File: config.mk
export PLATFORM = sky130hd
export DESIGN_NAME = fifo_stream_reader
export DESIGN_NICKNAME = d
export VERILOG_FILES = /design/src/rtl/fifo_stream_reader.sv
export SDC_FILE = /design/constraint.sdc
export NUM_CORES = 1
export LEC_CHECK = 0
export ABC_AREA = 1
export CORE_ASPECT_RATIO = 0.8
export CORE_UTILIZATION = 39
export CTS_CLUSTER_DIAMETER = 40
export DETAILED_ROUTE_END_ITERATION = 8
export GPL_ROUTABILITY_DRIVEN = 0
export HOLD_SLACK_MARGIN = 0.08
export PLACE_DENSITY = 0.6
export SLEW_MARGIN = 20
export SYNTH_ARGS = -nofsm -noshare
export SYNTH_HDL_FRONTEND = slang
export SYNTH_SLANG_ARGS = --single-unit
export TNS_END_PERCENT = 20
File: constraint.sdc
create_clock -name clk -period 4.7 [get_ports clk]
set_clock_uncertainty 0.1 [all_clocks]
set_input_delay 0.47 -clock clk [delete_from_list [all_inputs] [get_ports clk]]
set_output_delay 0.47 -clock clk [all_outputs]
set_load 0.05 [all_outputs]
File: src/rtl/fifo_stream_reader.sv
// Read-side engine for the synchronous FIFO: pops against pndng, captures the
// registered DataOut into a 3-entry skid buffer and presents it as a valid/ready stream.
module fifo_stream_reader #(
    parameter int WS = 8,
    parameter int CW = 8
) (
    input  logic          clk,
    input  logic          reset_fifo,
    input  logic          start,
    input  logic [CW-1:0] burst_len,
    input  logic          stop,
    input  logic          fifo_pndng,
    input  logic [WS-1:0] fifo_data,
    output logic          fifo_pop,
    output logic          m_valid,
    input  logic          m_ready,
    output logic [WS-1:0] m_data,
    output logic          busy,
    output logic          done,
    output logic [CW-1:0] words_sent
);

    localparam logic [1:0] IDLE  = 2'd0;
    localparam logic [1:0] DRAIN = 2'd1;
    localparam logic [1:0] FLUSH = 2'd2;
    localparam logic [1:0] DONE  = 2'd3;

    logic [1:0]    state;
    logic [1:0]    state_nxt;
    logic          continuous;
    logic [CW-1:0] remaining;
    logic          inflight;
    logic [WS-1:0] skid [3];
    logic [1:0]    buf_cnt;
    logic [1:0]    wr_idx;
    logic [2:0]    occupancy;
    logic          handshake;

    // Words already owed to the buffer (stored plus the one arriving from the FIFO)
    // bound further pops, so m_ready never reaches fifo_pop combinationally.
    assign occupancy = {1'b0, buf_cnt} + {2'b00, inflight};
    assign fifo_pop  = (state == DRAIN) && fifo_pndng && !stop && (occupancy < 3'd3)
                       && (continuous || (remaining != '0));

    assign m_valid   = (buf_cnt != 2'd0);
    assign m_data    = skid[0];
    assign handshake = m_valid && m_ready;
    assign busy      = (state != IDLE);
    assign done      = (state == DONE);
    assign wr_idx    = buf_cnt - {1'b0, handshake};

    always_comb begin
        // NOTE: default assignment first so every path drives state_nxt and no latch is inferred.
        state_nxt = state;
        case (state)
            IDLE:    if (start) state_nxt = DRAIN;
            DRAIN:   if (stop || (!continuous && fifo_pop && (remaining == CW'(1))))
                         state_nxt = FLUSH;
            FLUSH:   if (!inflight && (buf_cnt == 2'd0)) state_nxt = DONE;
            DONE:    state_nxt = IDLE;
            default: state_nxt = IDLE;
        endcase
    end

    // NOTE: sequential state uses non-blocking assignments so every register samples pre-edge values.
    always_ff @(posedge clk or posedge reset_fifo) begin
        if (reset_fifo) begin
            state      <= IDLE;
            continuous <= 1'b0;
            remaining  <= '0;
            inflight   <= 1'b0;
            words_sent <= '0;
        end else begin
            state    <= state_nxt;
            inflight <= fifo_pop;
            if ((state == IDLE) && start) begin
                remaining  <= burst_len;
                continuous <= (burst_len == '0);
                words_sent <= '0;
            end else begin
                if (fifo_pop && !continuous) remaining <= remaining - CW'(1);
                if (handshake) words_sent <= words_sent + CW'(1);
            end
        end
    end

    // Head always sits in skid[0] so m_data comes straight from a register;
    // a handshake shifts the queue down, a capture lands behind the last kept word.
    // NOTE: the buffer is reset because skid[0] is the m_data output, which must read 0 after reset.
    always_ff @(posedge clk or posedge reset_fifo) begin
        if (reset_fifo) begin
            buf_cnt <= 2'd0;
            skid[0] <= '0;
            skid[1] <= '0;
            skid[2] <= '0;
        end else begin
            case ({inflight, handshake})
                2'b10:   buf_cnt <= buf_cnt + 2'd1;
                2'b01:   buf_cnt <= buf_cnt - 2'd1;
                default: buf_cnt <= buf_cnt;
            endcase

            if (inflight && (wr_idx == 2'd0))  skid[0] <= fifo_data;
            else if (handshake)                skid[0] <= skid[1];

            if (inflight && (wr_idx == 2'd1))  skid[1] <= fifo_data;
            else if (handshake)                skid[1] <= skid[2];

            if (inflight && (wr_idx == 2'd2))  skid[2] <= fifo_data;
        end
    end

endmodule

==> flow_metrics.py <==
metrics = {
    "clock_network": {
        "root_buffer": "clkbuf_8",
        "clock-sinks": 46,
        "cts-hold-fix-buffers": 0,
        "htreeDepth": 2,
        "clk_latency_ps": 300,
        "cts_made_buffers": 5,
        "post_cts_buffers": 0,
        "cts_buffer_depth": 2,
        "cts_tree": "done",
        "postCtsResizedCells": 0,
        "clk_pin_slew_ps": 80,
    },
    "timing": {
        "post-route-period-util_pct": 66.01,
        "fin_crit_ps": 3103,
        "slew_headroom_pct": 46.51,
        "drv_slew": 0,
        "setup_viol": 0,
        "rsz0062_at_grt": "false",
        "setup_tns_ps": 0,
        "hold_viol": 0,
        "fmax_mhz": 322.3,
        "tightest_slew_ps": 801.4,
    },
    "power": {
        "p_leak_nw": 1.449,
        "power-per-cell-area_nw_per_um2": 603.0,
        "vdd.ir_drop.worst_mv": 0.3021,
    },
    "job": {
        "cap_violations": 0,
    },
    "floorplan": {
        "die_w_um": 93.53,
        "num_rows": 26,
        "die_area_um2": 7035,
        "num_io_pins": 42,
        "core_um2": 6441,
        "fp.dieH_um": 75.22,
        "initial_utilization_pct": 40.58,
    },
    "yosys": {
        "synth_cells": 309,
        "yosys.area_share.simple_pct": 24.65,
        "yosys_register_bits": 46,
        "synth_edf_count": 0,
        "async_flop_share_pct": 100.0,
        "syn-num-nets": 344,
        "synth-compound-area-share_pct": 12.21,
        "synthDistinctLibCells": 30,
        "ys.flop_type": "dfrtp_1",
        "synth_fa_ha_area_share_pct": 6.223,
        "ys_seq_area_share_pct": 44.04,
        "synthXorXnorAreaFrac_pct": 2.298,
        "synth_area_per_cell_um2": 8.459,
        "yosys_warnings": 0,
        "syn-cell-area_um2": 2614,
        "synth.area.mux_share_pct": 0,
        "synth_top_family_by_area": "simple AND/OR/NAND/NOR gates",
    },
    "global_routing": {
        "antenna_found_initial": 0,
        "overflow": 0,
        "grt_max_degree": 47,
        "first_global_vias": 1906,
        "track_usage_pct": 16.35,
        "grt_pass1_wl_um": 8907,
    },
    "hold_path": {
        "min_path_type": "reg2reg",
    },
    "routing": {
        "drc": 0,
        "post_drt_wl_per_cell_um": 12.46,
        "wl_um": 5285,
        "dr.pass1.iters": 4,
        "vias": 2119,
        "avgViaCountPerCell": 4.998,
        "drt_iter0_drc": 91,
        "ant_nets": 0,
    },
    "worst_setup_path": {
        "crit_required_ps": 4130,
        "crit_type": "reg2out",
        "cp_max_fo": 4,
        "endpoint_kind": "output pin",
        "cp-start-kind": "flip-flop",
        "cp.arrival_ps": 2530,
    },
    "layout": {
        "final_nets": 374,
        "fillers": 617,
        "final_cell_mix": "nand2_1, dfrtp_1, nand3_1",
        "ff_latch_area_um2": 1151,
        "diodes": 0,
        "multi_input_area_um2": 1186,
        "finish.utilization_pct": 48.06,
        "layout-drive-gt1-share_pct": 7.941,
        "area_growth_pct": 18.43,
        "final_common_cell": "nand2_1",
    },
    "outcome": {
        "status": "finished, final reports clean",
    },
    "placed_design": {
        "hpwlAfterDp_um": 3697,
        "placement.io_buffers": 41,
    },
}
[final timing paths]
check                                 from             to  slack, ps  cells after the start
worst max-delay path              inflight       fifo_pop       1600                      7
worst min-delay path               skid[6]        skid[6]        390                      2
worst min register to register     skid[6]        skid[6]        390                      2
max in group asynchronous       reset_fifo  words_sent[6]       3500                      2
min in group asynchronous       reset_fifo   remaining[1]        510                      2
worst max register to register  buf_cnt[1]      m_data[1]       2240                      7
[sequential cells by signal (all words and copies together) (netlist names)]
register    count
buf_cnt         2
continuous      1
inflight        1
m_data          8
remaining       8
skid           16
state           2
words_sent      8
[cells by family (layout without fill, tap and decap cells)]
family	count (synthesis)	count (layout)
buffers and inverters	58	89
flip-flops	46	46
adder cells (fa/ha/maj)	13	13
AND/OR/NAND/NOR	139	139
XOR/XNOR	6	6
AO/OA/AOI/OAI	47	47
[critical path, stage by stage, from the launching register on]
cell             delay, ps
dfrtp_1                460
ha_1                   230
ha_1                   260
nand2_1                 60
nand2_1                 50
nor2_1                 190
o21a_1                 180
clkdlybuf4s50_1        810
[through the flow]
step | setup slack, ps | total power (W) | hold WS [ps] | cell area [um2] | instances
floorplan | 2549 | 0.001415 | 355.8 | 2614 | 309
global placement | 1820 | 0.001611 | 367.1 | 3003 | 416
detailed placement | 1756 | 0.001626 | 370.2 | 3003 | 416
CTS | 1575 | 0.001884 | 391.5 | 3094 | 424
global route | 1480 | 0.002015 | 399.3 | 3095 | 424
finish | 1597 | 0.001867 | 386.1 | 3095 | 424
[layer usage]
layer	wire length, um	share of wire [%]	vias to the layer above	GRT usage (%)
li1	-	-	1079	-
met1	2725	52	973	23.45
met2	2205	42	53	24.92
met3	273	5.2	14	3.737
met4	81	1.5	0	4.615
met5	0	0	-	0
[area by class of cell]
class	count	share of cell area [%]
tap	84	3.395
clock inverter	1	0.1617
sequential	46	37.19
inverter	40	4.891
multi-input combinational	205	38.32
timing repair buffer	41	13.26
clock buffer	7	2.789
[cell usage after synthesis, types with 3 or more instances]
library cell | number | area, um2
a21oi_1 | 6 | 30.03
buf_4 | 13 | 97.59
dfrtp_1 | 46 | 1151
ha_1 | 13 | 162.7
inv_1 | 39 | 146.4
nand2_1 | 60 | 225.2
nand3_1 | 45 | 225.2
nand4_1 | 3 | 18.77
nor2_1 | 19 | 71.32
o211ai_1 | 20 | 150.1
o21ai_0 | 11 | 55.05
o21ai_2 | 8 | 70.07
xor2_1 | 3 | 26.28
[power by group]
part	total, W	switching [W]	internal, W
registers	0.000672	0.000125	0.000547
clock network	0.000248	0.000130	0.000119
logic	0.000946	0.000599	0.000347
total	0.00187	0.000853	0.00101
(Power assumes the default switching activity.)
